==> src/rtl/refund_dispenser.sv <==
// refund_dispenser
//   Pays out a refund amount (units of 0.1 yuan) as physical coins: 5.0, 1.0 and 0.5
//   yuan. Coins are paid greedily, largest first, from finite per-denomination stock.
//   Each coin is one PULSE_CYCLES-long pulse on its ejector drive, followed by
//   GAP_CYCLES idle cycles.
//
// Ports
//   clk     system clock
//   rst_n   asynchronous reset, active low
//   start   1-cycle pulse, begins a payout (sampled only when idle)
//   amount  refund amount x0.1 yuan, sampled with start, clamped to 999
//   refill  1-cycle pulse, reloads all stocks (honoured only when idle)
//   busy    high from the cycle after an accepted start until the payout ends
//   coin50  ejector drive, 5.0 yuan
//   coin10  ejector drive, 1.0 yuan
//   coin05  ejector drive, 0.5 yuan
//   done    1-cycle pulse at the end of a payout
//   short   payout ended with an unpaid remainder; held until the next accepted start
//   remain  amount still owed
//   empty   {stock50 == 0, stock10 == 0, stock05 == 0}

module refund_dispenser #(
    parameter int unsigned PULSE_CYCLES = 4,
    parameter int unsigned GAP_CYCLES   = 4,
    parameter int unsigned STOCK50_INIT = 20,
    parameter int unsigned STOCK10_INIT = 50,
    parameter int unsigned STOCK05_INIT = 50
) (
    input  logic       clk,
    input  logic       rst_n,
    input  logic       start,
    input  logic [9:0] amount,
    input  logic       refill,
    output logic       busy,
    output logic       coin50,
    output logic       coin10,
    output logic       coin05,
    output logic       done,
    output logic       short,
    output logic [9:0] remain,
    output logic [2:0] empty
);

    // Counter sized to hold the longer of the pulse and gap phases.
    localparam int unsigned CntMax = (PULSE_CYCLES > GAP_CYCLES) ? PULSE_CYCLES : GAP_CYCLES;
    localparam int unsigned CntW   = $clog2(CntMax + 1);

    localparam logic [CntW-1:0] PulseLast = CntW'(PULSE_CYCLES - 1);
    localparam logic [CntW-1:0] GapLast   = CntW'(GAP_CYCLES - 1);

    localparam logic [7:0] Stock50Init = 8'(STOCK50_INIT);
    localparam logic [7:0] Stock10Init = 8'(STOCK10_INIT);
    localparam logic [7:0] Stock05Init = 8'(STOCK05_INIT);

    localparam logic [9:0] MaxAmount = 10'd999;

    typedef enum logic [2:0] {
        StIdle,
        StSelect,
        StPulse,
        StGap,
        StDone
    } state_e;

    typedef enum logic [1:0] {
        CoinNone,
        Coin50,
        Coin10,
        Coin05
    } coin_e;

    state_e          state_q;
    logic [CntW-1:0] cnt_q;
    logic [7:0]      stock50_q;
    logic [7:0]      stock10_q;
    logic [7:0]      stock05_q;
    logic [9:0]      remain_q;
    logic            busy_q;
    logic            coin50_q;
    logic            coin10_q;
    logic            coin05_q;
    logic            done_q;
    logic            short_q;

    coin_e           pick;
    logic [9:0]      amount_clamped;

    assign amount_clamped = (amount > MaxAmount) ? MaxAmount : amount;

    // Greedy choice for the next coin; a denomination with no stock falls through
    // to the next smaller one.
    always_comb begin
        pick = CoinNone;
        if (remain_q >= 10'd50 && stock50_q != 8'd0) begin
            pick = Coin50;
        end else if (remain_q >= 10'd10 && stock10_q != 8'd0) begin
            pick = Coin10;
        end else if (remain_q >= 10'd5 && stock05_q != 8'd0) begin
            pick = Coin05;
        end
    end

    always_ff @(posedge clk or negedge rst_n) begin
        if (!rst_n) begin
            state_q   <= StIdle;
            cnt_q     <= '0;
            stock50_q <= Stock50Init;
            stock10_q <= Stock10Init;
            stock05_q <= Stock05Init;
            remain_q  <= '0;
            busy_q    <= 1'b0;
            coin50_q  <= 1'b0;
            coin10_q  <= 1'b0;
            coin05_q  <= 1'b0;
            done_q    <= 1'b0;
            short_q   <= 1'b0;
        end else begin
            case (state_q)
                StIdle: begin
                    // A refill in the same cycle as start lands first, so the new
                    // payout sees full stock.
                    if (refill) begin
                        stock50_q <= Stock50Init;
                        stock10_q <= Stock10Init;
                        stock05_q <= Stock05Init;
                    end
                    if (start) begin
                        remain_q <= amount_clamped;
                        short_q  <= 1'b0;
                        busy_q   <= 1'b1;
                        state_q  <= StSelect;
                    end
                end

                StSelect: begin
                    cnt_q <= '0;
                    case (pick)
                        Coin50: begin
                            remain_q  <= remain_q - 10'd50;
                            stock50_q <= stock50_q - 8'd1;
                            coin50_q  <= 1'b1;
                            state_q   <= StPulse;
                        end
                        Coin10: begin
                            remain_q  <= remain_q - 10'd10;
                            stock10_q <= stock10_q - 8'd1;
                            coin10_q  <= 1'b1;
                            state_q   <= StPulse;
                        end
                        Coin05: begin
                            remain_q  <= remain_q - 10'd5;
                            stock05_q <= stock05_q - 8'd1;
                            coin05_q  <= 1'b1;
                            state_q   <= StPulse;
                        end
                        default: begin
                            done_q  <= 1'b1;
                            short_q <= (remain_q != 10'd0);
                            state_q <= StDone;
                        end
                    endcase
                end

                StPulse: begin
                    if (cnt_q == PulseLast) begin
                        coin50_q <= 1'b0;
                        coin10_q <= 1'b0;
                        coin05_q <= 1'b0;
                        cnt_q    <= '0;
                        state_q  <= StGap;
                    end else begin
                        cnt_q <= cnt_q + 1'b1;
                    end
                end

                StGap: begin
                    if (cnt_q == GapLast) begin
                        cnt_q   <= '0;
                        state_q <= StSelect;
                    end else begin
                        cnt_q <= cnt_q + 1'b1;
                    end
                end

                StDone: begin
                    done_q  <= 1'b0;
                    busy_q  <= 1'b0;
                    state_q <= StIdle;
                end

                default: begin
                    state_q <= StIdle;
                end
            endcase
        end
    end

    assign busy   = busy_q;
    assign coin50 = coin50_q;
    assign coin10 = coin10_q;
    assign coin05 = coin05_q;
    assign done   = done_q;
    assign short  = short_q;
    assign remain = remain_q;
    assign empty  = {stock50_q == 8'd0, stock10_q == 8'd0, stock05_q == 8'd0};

endmodule

==> config.mk <==
export PLATFORM = sky130hd
export DESIGN_NAME = refund_dispenser
export DESIGN_NICKNAME = d
export VERILOG_FILES = /design/src/rtl/refund_dispenser.sv
export SDC_FILE = /design/constraint.sdc
export NUM_CORES = 1
export LEC_CHECK = 0
export CAP_MARGIN = 20
export CORE_MARGIN = 4
export CORE_UTILIZATION = 44
export CTS_CLUSTER_SIZE = 10
export DETAILED_ROUTE_END_ITERATION = 8
export GPL_ROUTABILITY_DRIVEN = 0
export GPL_TIMING_DRIVEN = 0
export PLACE_DENSITY = 0.77
export SYNTH_ARGS = -nofsm -noshare
export SYNTH_HDL_FRONTEND = slang
export SYNTH_SLANG_ARGS = --single-unit
==> constraint.sdc <==
create_clock -name clk -period 2.9 [get_ports clk]
set_clock_uncertainty 0.1 [all_clocks]
set_input_delay 0.58 -clock clk [delete_from_list [all_inputs] [get_ports clk]]
set_output_delay 0.58 -clock clk [all_outputs]
set_load 0.02 [all_outputs]
== Yosys cells after proc, flatten, opt, wreduce, memory -nomap -nowiden ==
Index checks and enable logic that the tools add are counted.

* Add/sub/neg operators: 7
* Multiply operators: 0
* Divide/modulo/power cells: 0
* $lt $le $gt $ge: 4
* Equal/unequal tests: 17
* Shifts and indexed selects: 0
* Multiplexer cells: 36
* Bitwise gates (word level): 0
* Reductions and logical operators: 29

{| class="wikitable"
|+ Operators by type and width
! operator !! number
|-
| $pmux 8 s2 || 3
|-
| $mux 8 || 5
|-
| $pmux 10 s3 || 1
|-
| $reduce_and 3->1 || 9
|-
| $logic_not 8->1 || 3
|-
| $reduce_bool 8->1 || 3
|-
| $sub 8x1->8 const B || 3
|-
| $mux 10 || 2
|-
| $pmux 10 s2 || 1
|-
| $ne 2x2->1 const B || 8
|-
| $mux 3 || 5
|-
| $pmux 1 s2 || 6
|-
| $pmux 3 s4 || 1
|-
| $ge 10x3->1 const B || 1
|-
| $ge 10x4->1 const B || 1
|-
| $ge 10x6->1 const B || 1
|-
| $gt 10x10->1 const B || 1
|-
| $reduce_bool 10->1 || 1
|-
| $reduce_bool 2->1 || 5
|-
| $sub 10x3->10 const B || 1
|-
| $sub 10x4->10 const B || 1
|-
| $sub 10x6->10 const B || 1
|-
| $eq 3x2->1 const B || 3
|-
| $mux 1 || 8
|-
| 13 further kinds || 19
|}

* Register bits after elaboration: 46
* Bits in latches: 0
* RAM bits: 0
* Memory bits (read-only): 0
* Output and inout port bits: 19
* Logic and storage cells: 105
* Memories kept: 0

== Depth between registers and ports, before layout ==
* Depth in word-level cells: 9
* Depth in mapped cells: 11

== Worst setup path after synthesis ==
OpenSTA, ideal clock, no wires.

* Path type: flip-flop to flip-flop
* Start: register stock10_q[3]
* End: register remain_q[4] (netlist: remain[4])
* Arrival: 2472 ps
* Required time: 2666 ps
* Slack: 195 ps
* Cell stages (with the launch flop): 9
* Buffers on the path: 0
* Cell sequence: dfrtp_1 -> or4_4 -> or4b_4 -> clkinv_4 -> o22ai_2 -> a2111oi_2 -> a2111oi_0 -> a211oi_1 -> o32ai_1

* Word-level cells in the longest chain between the ends: 7

{| class="wikitable"
|+ Ends and longest elaborated chain
! what !! line !! text
|-
| start: declaration || 75 || <nowiki>logic [7:0] stock10_q;</nowiki>
|-
| start signal: assignment || 108 || <nowiki>stock10_q <= Stock10Init;</nowiki>
|-
| start signal: assignment || 124 || <nowiki>stock10_q <= Stock10Init;</nowiki>
|-
| start signal: assignment || 146 || <nowiki>stock10_q <= stock10_q - 8'd1;</nowiki>
|-
| $reduce_bool 8->1 * || 96 || <nowiki>end else if (remain_q >= 10'd10 && stock10_q != 8'd0) begin</nowiki>
|-
| $logic_and 1x1->1 * || 96 ||
|-
| $mux 2 * || 96 ||
|-
| $mux 2 * || 94 || <nowiki>if (remain_q >= 10'd50 && stock50_q != 8'd0) begin</nowiki>
|-
| $eq 2x2->1 or $eq 2x1->1 (tied branches) || 137 || <nowiki>case (pick)</nowiki>
|-
| $pmux 10 s3 or $ne 4x4->1 (tied branches) || - ||
|-
| $pmux 10 s2 or $reduce_and 3->1 (tied branches) || - ||
|-
| end signal: assignment || 128 || <nowiki>remain_q <= amount_clamped;</nowiki>
|-
| end signal: assignment || 139 || <nowiki>remain_q <= remain_q - 10'd50;</nowiki>
|-
| end signal: assignment || 145 || <nowiki>remain_q <= remain_q - 10'd10;</nowiki>
|-
| end: declaration || 77 || <nowiki>logic [9:0] remain_q;</nowiki>
|}

Every way passes the cells marked *; elsewhere a longest branch is shown, timed or not.
A chain may end at the register's enable or synchronous reset.

== Worst setup path after layout ==
Same ends and word-level chain as after synthesis.

==> flow_summary.json <==
{
  "outcome": "finished, violations left",
  "violations": "setup timing",
  "r2r_end": "remain[4]",
  "worstPathMaxFanout": 6,
  "final_common_cell": "nand2_1",
  "cts_buffers": 5,
  "rr_startpoint": "stock10_q[3]",
  "finalCritPeriodShare": 1.03,
  "ff2ff_path_depth": 7,
  "arrival_ns": 3.10,
  "worst_slew_pin_slew_ns": 0.746,
  "cp_slowest_stage_delay_ns": 0.58,
  "finalHoldViolCount": 0,
  "hold_class": "in2async",
  "max-vdd-ir-drop_mv": 0.388,
  "yosysSeqAreaShare": 0.380,
  "layout_common_cells": "nand2_1, nor2_1, dfrtp_1, clkdlybuf4s50_1, o21ai_0",
  "ys_warn_count": 0,
  "cap_violations": 0,
  "synth-async-reset-ratio": 1.00,
  "insertion_delay_ns": 0.31,
  "syn_inst": 344,
  "dpl.hpwl_um": 5940,
  "route.vias.total": 2923,
  "clock.fmax_ghz": 0.334,
  "dieArea_mm2": 0.00833,
  "drt_iter0_drc": 225,
  "grt_max_degree": 37,
  "pre_cts_ws_ns": -0.444,
  "synthTopCellsByArea": "dfrtp_1, dfstp_2, ha_1",
  "multi_input_area_mm2": 0.00191,
  "cp-endpoint": "remain[4]",
  "gr-usage-all-layers": 0.201,
  "drt_pass1_iterations": 5,
  "crit_chain": "or4_4, or4b_4, nand2_1, a221oi_1, a2111oi_0, a211oi_1, o32ai_1",
  "die_x_um": 91.3,
  "root_buffer": "clkbuf_8",
  "crit_type": "reg2reg",
  "wl_per_cell_um": 17.8,
  "die_h_um": 91.3,
  "syn_avg_cell_area_um2": 8.87,
  "register_area_mm2": 0.00117,
  "cts_max_path_buffers": 2,
  "drtAntennaViolNets": 0,
  "total_power_w": 0.00118,
  "setup_viol": 1,
  "drive_gt1_frac": 0.198,
  "critPathRequiredTime_ns": 3.00,
  "diodes": 0,
  "fill_cells": 562,
  "io_pins": 33,
  "final_util": 0.584,
  "core_mm2": 0.00676,
  "cts_tree": "yes",
  "power.density_mw_per_mm2": 300,
  "drv_slew": 0,
  "synth_edf_count": 0,
  "netlist-cell-type-count": 58,
  "numPortBuffers": 32,
  "syn_area_mm2": 0.00305,
  "rsz0062_at_grt": "yes",
  "grt_pass1_wl_um": 13800,
  "antenna_found_initial": 0,
  "synth_top_area_cell": "dfrtp_1",
  "leakagePower_nw": 1.65,
  "synth_top_area_share": 0.311,
  "drc": 0,
  "grt_pass1_vias": 2826,
  "path_clk_slew_ns": 0.10,
  "clock-sinks": 46,
  "worst_hold_slack_ns": 0.0450,
  "period_needed_ns": 3.00,
  "area_growth_pct": 29.3,
  "relSlewSlack": 0.502,
  "ctsHtreeMaxLevel": 2,
  "dpl_cell_area_mm2": 0.00349,
  "worst_slack_ns": -0.0970,
  "start_util": 0.452,
  "final_area_mm2": 0.00395,
  "via_per_inst": 6.03,
  "end_kind": "flop",
  "critPathLaunchType": "flop",
  "grt_overflow_total": 0,
  "layout.nets": 431,
  "slowest_stage": "or4b_4",
  "ys_ff_latch": 46,
  "ys.flop_type": "dfrtp_1",
  "rows": 30,
  "ff2ff_setup_slack_ns": -0.1,
  "ctsHoldBuffers": 0,
  "syn-num-nets": 371,
  "wirelength_um": 8640,
  "crit_path_start": "stock10_q[3]"
}
## per-layer routing
metal / vias up / track usage / part of all wire
met2: 126 / 0.329 / 0.48
li1: 1369 / - / -
met5: - / 0 / 0
met3: 29 / 0.0389 / 0.071
met1: 1399 / 0.267 / 0.42
met4: 0 / 0.0666 / 0.026
## power breakdown
part | switching (W) | internal [W]
sequential | 0 | 0.000641
clock | 0.000240 | 0.000259
combinational | 0.0000214 | 0.0000205
total | 0.000262 | 0.000921
## cell usage after synthesis, types with 8 or more instances
library cell   n
inv_1         17
xnor2_1       11
nand3_1       14
nand2_1       39
o21ai_0       25
nor3_1         8
nor2_1        37
xor2_1        11
a21oi_1       13
dfrtp_1       38
dfstp_2        8
ha_1          13
clkbuf_1      11
## worst min path at each step
stage / start / end / slack [ns] / cells past startpoint
after floorplan: rst_n / busy / 0.18 / 0
after global placement: coin10 / coin10 / 0.36 / 2
after detailed placement: coin05 / coin05 / 0.37 / 2
after CTS: rst_n / remain[8] / 0.06 / 1
after global routing: rst_n / remain[8] / 0.05 / 1
final: rst_n / remain[8] / 0.04 / 1
## stage by stage
step           cells  TNS, ns
6_report         485  -0.0970
3_3_place_gp     456    -7.20
5_1_grt          485   -0.236
3_5_place_dp     457    -1.67
4_1_cts          467        0
2_1_floorplan    344        0
## state kept, by name (all words and copies together), names as in the netlist, 3 cells and up
signal,flops
cnt_q,3
remain,10
state_q,3
stock05_q,8
stock10_q,8
stock50_q,8
## final cells by class
type / instances / share of cell area
Clock inverter: 3 / 0.0111
Multi-Input combinational cell: 265 / 0.484
Buffer: 15 / 0.0190
Tap cell: 80 / 0.0254
Timing Repair Buffer: 53 / 0.128
Sequential cell: 46 / 0.295
Clock buffer: 5 / 0.0174
Inverter: 18 / 0.0190
## worst max-delay path, delay by kind of cell (launching register included)
kind,cells,cell delay [ns]
compound gates,4,0.96
flops,1,0.42
simple gates,3,1.42
## repair_timing
item | in CTS | in global routing
setup buffers | 2 | 17
gates cloned | 0 | 1
setup endpoints to repair | 19 | 21
pin swaps | 1 | 5
resized for setup | 16 | 28
hold endpoints to repair | 0 | 0
## logic make-up (layout without fill, tap and decap cells)
kind of cell,Yosys count,count (layout),synth area share
AOI/OAI and AO/OA,90,90,0.216
muxes,2,2,0.00656
xor gates and xnor gates,22,22,0.0631
DFF,46,46,0.380
adders and majority gates,13,13,0.0533
and+or+nand+nor,138,138,0.235
buffers and inverters,33,94,0.0455
Power figures use the tool's default switching activity.
